--- src/rtl/bus_load_unit_if.sv ---
// Common-bus destination interface: bus value and load/step controls in,
// register, RAM-read and sequence-timing values out.
interface bus_load_unit_if #(
   parameter int DATA_W = 8,
   parameter int ADDR_W = 4,
   parameter int SC_W   = 3
);
   logic [DATA_W-1:0]    bus;
   logic                 ld_ar, ld_pc, ld_dr, ld_ac, ld_ir;
   logic                 inc_ar, inc_pc, inc_dr, inc_ac;
   logic                 clr_ar, clr_pc, clr_ac;
   logic                 mem_wr;
   logic                 sc_inc, sc_clr;
   logic [ADDR_W-1:0]    ar, pc;
   logic [DATA_W-1:0]    dr, ac, ir;
   logic [DATA_W-1:0]    ram_q;
   logic [SC_W-1:0]      sc;
   logic [(2**SC_W)-1:0] t;

   // Controls are single-cycle level commands sampled on each rising edge;
   // there is no valid/ready handshake, every edge completes one transfer.
   modport master (
      output bus, ld_ar, ld_pc, ld_dr, ld_ac, ld_ir,
             inc_ar, inc_pc, inc_dr, inc_ac, clr_ar, clr_pc, clr_ac,
             mem_wr, sc_inc, sc_clr,
      input  ar, pc, dr, ac, ir, ram_q, sc, t
   );

   modport slave (
      input  bus, ld_ar, ld_pc, ld_dr, ld_ac, ld_ir,
             inc_ar, inc_pc, inc_dr, inc_ac, clr_ar, clr_pc, clr_ac,
             mem_wr, sc_inc, sc_clr,
      output ar, pc, dr, ac, ir, ram_q, sc, t
   );
endinterface

--- src/rtl/bus_load_unit.sv ---
// Bus destination registers (AR, PC, DR, AC, IR), 16x8 RAM with async read,
// and the sequence counter with its one-hot timing decode.
module bus_load_unit #(
   parameter int DATA_W = 8,
   parameter int ADDR_W = 4,
   parameter int SC_W   = 3
) (
   input  logic            clk,
   input  logic            rst_n,
   bus_load_unit_if.slave  bif
);
   localparam int DEPTH = 2**ADDR_W;
   localparam int T_W   = 2**SC_W;

   logic [ADDR_W-1:0] ar_q, ar_d, pc_q, pc_d;
   logic [DATA_W-1:0] dr_q, dr_d, ac_q, ac_d, ir_q, ir_d;
   logic [SC_W-1:0]   sc_q, sc_d;
   logic [DATA_W-1:0] mem_q [DEPTH];
   logic [DATA_W-1:0] mem_d [DEPTH];
   logic [T_W-1:0]    t_dec;

   // Per register: clear beats load beats increment beats hold.
   always_comb begin
      ar_d = ar_q;
      if (bif.clr_ar)      ar_d = '0;
      else if (bif.ld_ar)  ar_d = bif.bus[ADDR_W-1:0];
      else if (bif.inc_ar) ar_d = ar_q + ADDR_W'(1);

      pc_d = pc_q;
      if (bif.clr_pc)      pc_d = '0;
      else if (bif.ld_pc)  pc_d = bif.bus[ADDR_W-1:0];
      else if (bif.inc_pc) pc_d = pc_q + ADDR_W'(1);

      dr_d = dr_q;
      if (bif.ld_dr)       dr_d = bif.bus;
      else if (bif.inc_dr) dr_d = dr_q + DATA_W'(1);

      ac_d = ac_q;
      if (bif.clr_ac)      ac_d = '0;
      else if (bif.ld_ac)  ac_d = bif.bus;
      else if (bif.inc_ac) ac_d = ac_q + DATA_W'(1);

      ir_d = ir_q;
      if (bif.ld_ir)       ir_d = bif.bus;

      sc_d = sc_q;
      if (bif.sc_clr)      sc_d = '0;
      else if (bif.sc_inc) sc_d = sc_q + SC_W'(1);
   end

   // Write address is the pre-edge AR, even when AR changes on the same edge.
   always_comb begin
      for (int i = 0; i < DEPTH; i++) mem_d[i] = mem_q[i];
      if (bif.mem_wr) mem_d[ar_q] = bif.bus;
   end

   always_comb begin
      t_dec = '0;
      t_dec[sc_q] = 1'b1;
   end

   always_ff @(posedge clk or negedge rst_n) begin
      if (!rst_n) begin
         ar_q <= '0;
         pc_q <= '0;
         dr_q <= '0;
         ac_q <= '0;
         ir_q <= '0;
         sc_q <= '0;
         for (int i = 0; i < DEPTH; i++) mem_q[i] <= '0;
      end else begin
         ar_q <= ar_d;
         pc_q <= pc_d;
         dr_q <= dr_d;
         ac_q <= ac_d;
         ir_q <= ir_d;
         sc_q <= sc_d;
         for (int i = 0; i < DEPTH; i++) mem_q[i] <= mem_d[i];
      end
   end

   assign bif.ar    = ar_q;
   assign bif.pc    = pc_q;
   assign bif.dr    = dr_q;
   assign bif.ac    = ac_q;
   assign bif.ir    = ir_q;
   assign bif.sc    = sc_q;
   assign bif.t     = t_dec;
   assign bif.ram_q = mem_q[ar_q];
endmodule

--- src/flat_wrapper.sv ---
// flat-port wrapper written by rule: the top's interface ports become plain ports
module bus_load_unit_flat 
#(
   parameter int DATA_W = 8,
   parameter int ADDR_W = 4,
   parameter int SC_W   = 3
)
  (clk, rst_n, bif_bus, bif_ld_ar, bif_ld_pc, bif_ld_dr, bif_ld_ac, bif_ld_ir, bif_inc_ar, bif_inc_pc, bif_inc_dr, bif_inc_ac, bif_clr_ar, bif_clr_pc, bif_clr_ac, bif_mem_wr, bif_sc_inc, bif_sc_clr, bif_ar, bif_pc, bif_dr, bif_ac, bif_ir, bif_ram_q, bif_sc, bif_t);
  bus_load_unit_if #(.DATA_W(DATA_W), .ADDR_W(ADDR_W), .SC_W(SC_W)) bif_i ();
  input  logic clk;
  input  logic rst_n;
  input wire logic [$bits(bif_i.bus)-1:0] bif_bus;
  input wire logic [$bits(bif_i.ld_ar)-1:0] bif_ld_ar;
  input wire logic [$bits(bif_i.ld_pc)-1:0] bif_ld_pc;
  input wire logic [$bits(bif_i.ld_dr)-1:0] bif_ld_dr;
  input wire logic [$bits(bif_i.ld_ac)-1:0] bif_ld_ac;
  input wire logic [$bits(bif_i.ld_ir)-1:0] bif_ld_ir;
  input wire logic [$bits(bif_i.inc_ar)-1:0] bif_inc_ar;
  input wire logic [$bits(bif_i.inc_pc)-1:0] bif_inc_pc;
  input wire logic [$bits(bif_i.inc_dr)-1:0] bif_inc_dr;
  input wire logic [$bits(bif_i.inc_ac)-1:0] bif_inc_ac;
  input wire logic [$bits(bif_i.clr_ar)-1:0] bif_clr_ar;
  input wire logic [$bits(bif_i.clr_pc)-1:0] bif_clr_pc;
  input wire logic [$bits(bif_i.clr_ac)-1:0] bif_clr_ac;
  input wire logic [$bits(bif_i.mem_wr)-1:0] bif_mem_wr;
  input wire logic [$bits(bif_i.sc_inc)-1:0] bif_sc_inc;
  input wire logic [$bits(bif_i.sc_clr)-1:0] bif_sc_clr;
  output wire logic [$bits(bif_i.ar)-1:0] bif_ar;
  output wire logic [$bits(bif_i.pc)-1:0] bif_pc;
  output wire logic [$bits(bif_i.dr)-1:0] bif_dr;
  output wire logic [$bits(bif_i.ac)-1:0] bif_ac;
  output wire logic [$bits(bif_i.ir)-1:0] bif_ir;
  output wire logic [$bits(bif_i.ram_q)-1:0] bif_ram_q;
  output wire logic [$bits(bif_i.sc)-1:0] bif_sc;
  output wire logic [$bits(bif_i.t)-1:0] bif_t;
  assign bif_i.bus = bif_bus;
  assign bif_i.ld_ar = bif_ld_ar;
  assign bif_i.ld_pc = bif_ld_pc;
  assign bif_i.ld_dr = bif_ld_dr;
  assign bif_i.ld_ac = bif_ld_ac;
  assign bif_i.ld_ir = bif_ld_ir;
  assign bif_i.inc_ar = bif_inc_ar;
  assign bif_i.inc_pc = bif_inc_pc;
  assign bif_i.inc_dr = bif_inc_dr;
  assign bif_i.inc_ac = bif_inc_ac;
  assign bif_i.clr_ar = bif_clr_ar;
  assign bif_i.clr_pc = bif_clr_pc;
  assign bif_i.clr_ac = bif_clr_ac;
  assign bif_i.mem_wr = bif_mem_wr;
  assign bif_i.sc_inc = bif_sc_inc;
  assign bif_i.sc_clr = bif_sc_clr;
  assign bif_ar = bif_i.ar;
  assign bif_pc = bif_i.pc;
  assign bif_dr = bif_i.dr;
  assign bif_ac = bif_i.ac;
  assign bif_ir = bif_i.ir;
  assign bif_ram_q = bif_i.ram_q;
  assign bif_sc = bif_i.sc;
  assign bif_t = bif_i.t;
  bus_load_unit #(.DATA_W(DATA_W), .ADDR_W(ADDR_W), .SC_W(SC_W)) u_core (.clk(clk), .rst_n(rst_n), .bif(bif_i));
endmodule
--- config.mk ---
export PLATFORM = sky130hd
export DESIGN_NAME = bus_load_unit_flat
export DESIGN_NICKNAME = d
export VERILOG_FILES = /design/src/rtl/bus_load_unit_if.sv /design/src/rtl/bus_load_unit.sv /design/src/flat_wrapper.sv
export SDC_FILE = /design/constraint.sdc
export NUM_CORES = 1
export LEC_CHECK = 0
export BUFFER_PORTS_ARGS = -buffer_cell sky130_fd_sc_hd__buf_2
export CAP_MARGIN = 20
export CORE_AREA = 3 3 129 131
export DETAILED_ROUTE_END_ITERATION = 12
export DIE_AREA = 0 0 132 134
export PLACE_DENSITY = 0.74
export RECOVER_POWER = 100
export SYNTH_ARGS = -nofsm -noshare
export SYNTH_HDL_FRONTEND = slang
export SYNTH_SLANG_ARGS = --single-unit
--- constraint.sdc ---
create_clock -name clk -period 5.4 [get_ports clk]
set_input_delay 1.08 -clock clk [delete_from_list [all_inputs] [get_ports clk]]
set_output_delay 1.08 -clock clk [all_outputs]
set_load 0.1 [all_outputs]
==> metrics.yaml <==
critical_path:
  cp_max_fo: 22
  worstPathArrival_ns: 3.27
  crit_path_start: "u_core.bif.ar[1]$_DFFE_PN0P_"
  crit_path_end_kind: "output port"
  start_kind: "flop"
  cp.required_ns: 4.32
  critical_path_class: "flop to output port"
  reg2reg_from: "u_core.bif.ar[1]$_DFFE_PN0P_"
floorplan:
  die_area_mm2: 0.0177
  io_pins: 76
  die_h_um: 134
  dieWidth_um: 132
  start_util: 0.496
  rows: 46
  coreArea_mm2: 0.0157
power:
  p_leak_nw: 3.88
  ir_worst_vdd_mv: 0.205
  power_density_mw_per_mm2: 424
synth:
  syn_area_per_cell_um2: 13.7
  yosysSeqAreaShare: 0.524
  synth_fp_nets: 601
  ys_ff_latch: 163
  syn_area_mm2: 0.00779
  synthCells: 568
  synth.distinct_cells: 43
  yosysWarnings: 0
placed_design:
  dpl.cell_count: 822
  routabilityCongestion: 0.843
  port_buffers: 75
  dp_slack_ns: 1.95
  dp_hpwl_um: 12100
detailed_routing:
  finalWirelength_um: 18600
  dr.pass1.iters: 5
  wl_per_cell_um: 21.8
  avgViaCountPerCell: 5.88
  drtAntennaViolNets: 0
  post-route-drc-count: 0
  drt_first_iter_violations: 278
  routed-via-count: 5022
timing:
  skew_ns: 0.0104
  setup_viol: 0
  fin_tns_setup_ns: 0
  rsz0062_at_grt: "no"
  min_period_over_period: 0.806
  finalHoldViolations: 0
  clock.fmax_ghz: 0.230
  slew_viol_final: 140
  slew_headroom: -0.788
  fin_ws_ns: 1.05
  min_period_ns: 4.35
  holdWs_ns: 0.486
  tightest_slew_ns: 2.68
global_routing:
  grt_first_pass_wirelength_um: 29300
  antenna_found_initial: 0
  grt_max_degree: 110
  grt_overflow_total: 0
  first_global_vias: 5315
  track_usage: 0.216
clocking:
  ctsResizeCount: 0
  cts.sinks: 163
  htreeDepth: 4
  cts.reportedPaths.clkPinSlew_ns: 0.06
  cts-root-buf: "clkbuf_16"
  cts_tree: "yes"
  holdBufCountCts: 0
  post_cts_buffers: 0
  cts_buffer_depth: 2
  insertion_delay_ns: 0.43
  numCtsBuffers: 17
final_layout:
  mostFrequentLayoutCells: "dfrtp_1, mux2_2, clkbuf_1"
  stdcell_count: 854
  areaGrowthSynthToFinish_pct: 11.2
  fillers: 1296
  mostFrequentLayoutCell: "dfrtp_1"
  fin_nets: 658
  drive_above_1_share: 0.320
  diodes: 0
job:
  maxCapViolations: 2
run_status:
  violations: "capacitance limit, slew limit"
  outcome: "finished, violations left"
min_path:
  hp-start: "u_core.mem_q[12]$_DFFE_PN0P_"
  hold_class: "flop to flop"
-- metrics by stage --
stage | utilization | total power, mW | area [µm²]
CTS | 0.560 | 3.70 | 8790
floorplan | - | 2.33 | 7790
global route | 0.551 | 3.81 | 8660
global placement | 0.524 | 2.50 | 8230
finish | 0.551 | 3.67 | 8660
detailed placement | 0.524 | 2.54 | 8230
-- state kept, by name (all words and copies together), names as in the netlist --
register,cells
u_core.bif.ac,8
u_core.bif.ar,4
u_core.bif.dr,8
u_core.bif.ir,8
u_core.bif.pc,4
u_core.bif.sc,3
u_core.mem_q,128
-- final timing paths --
path	slack, ns	to	cells after the start
worst max-delay path	1.05	bif_ram_q[5]	5
worst min-delay path	0.49	u_core.mem_q[12]$_DFFE_PN0P_	2
worst max register to register	1.88	u_core.mem_q[78]$_DFFE_PN0P_	4
worst min register to register	0.49	u_core.mem_q[12]$_DFFE_PN0P_	2
max in group asynchronous	1.40	u_core.mem_q[107]$_DFFE_PN0P_	2
min in group asynchronous	1.49	u_core.mem_q[98]$_DFFE_PN0P_	1
-- kinds of logic (layout without fill, tap and decap cells) --
group                      after synthesis  count (layout)  synth area share
and+or+nand+nor                        106             106            0.0723
AOI/OAI and AO/OA                       61              61            0.0506
DFF                                    163             163             0.524
muxes                                  161             161             0.285
buffers and inverters                   53             123            0.0378
xor gates and xnor gates                16              16            0.0180
adders and majority gates                8               8            0.0129
-- power breakdown --
group          switching [mW]  internal, mW  leakage (nW)
combinational           0.570         0.336          1.52
clock                   0.506         0.652         0.282
sequential              0.151          1.46          2.09
total                    1.23          2.45          3.88
-- cells in the mapped netlist (all sizes together) --
cell type  number  area, µm²
mux2i           2       20.0
ha              8        100
and2            2       12.5
o21ai          20        100
nand2          45        169
nand4b          2       17.5
o31a            2       17.5
nor3            1       5.00
a21o            2       15.0
or3             3       18.8
a311o           2       20.0
clkinv          1       3.75
buf            23        181
and3            5       31.3
dfrtp         163       4080
mux2          127       1430
xnor2           2       17.5
inv            10       37.5
and3b           4       35.0
mux4           32        768
nand3          12        105
a21oi           8       40.0
clkbuf         19       71.3
o211ai          2       15.0
nor4            1       6.26
nor2b           3       18.8
a211oi          6       45.0
xor2           14        123
a311oi          1       8.76
a22oi          16        120
nor2           15       58.8
nor3b           3       22.5
a31oi           2       12.5
nand4          10       62.6
-- cell type report --
class | instances | area [µm²] | area share
tap | 216 | 270 | 0.0312
sequential | 163 | 4080 | 0.471
multi-input combinational | 352 | 3370 | 0.389
timing repair buffer | 80 | 332 | 0.0383
clock inverter | 14 | 128 | 0.0147
clock buffer | 18 | 439 | 0.0507
inverter | 11 | 41.3 | 0.00477
-- worst max-delay path, stage by stage (launching register included) --
cell,delay (ns)
dfrtp_1,0.82
clkbuf_1,0.95
mux4_1,0.42
a22oi_1,0.25
nand2_1,0.09
buf_2,0.30
-- per-layer routing --
layer	part of all wire	track usage
met2	0.50	0.359
met3	0.054	0.0465
met1	0.42	0.277
met4	0.035	0.0939
met5	0	0
Power figures use the tool's default switching activity.
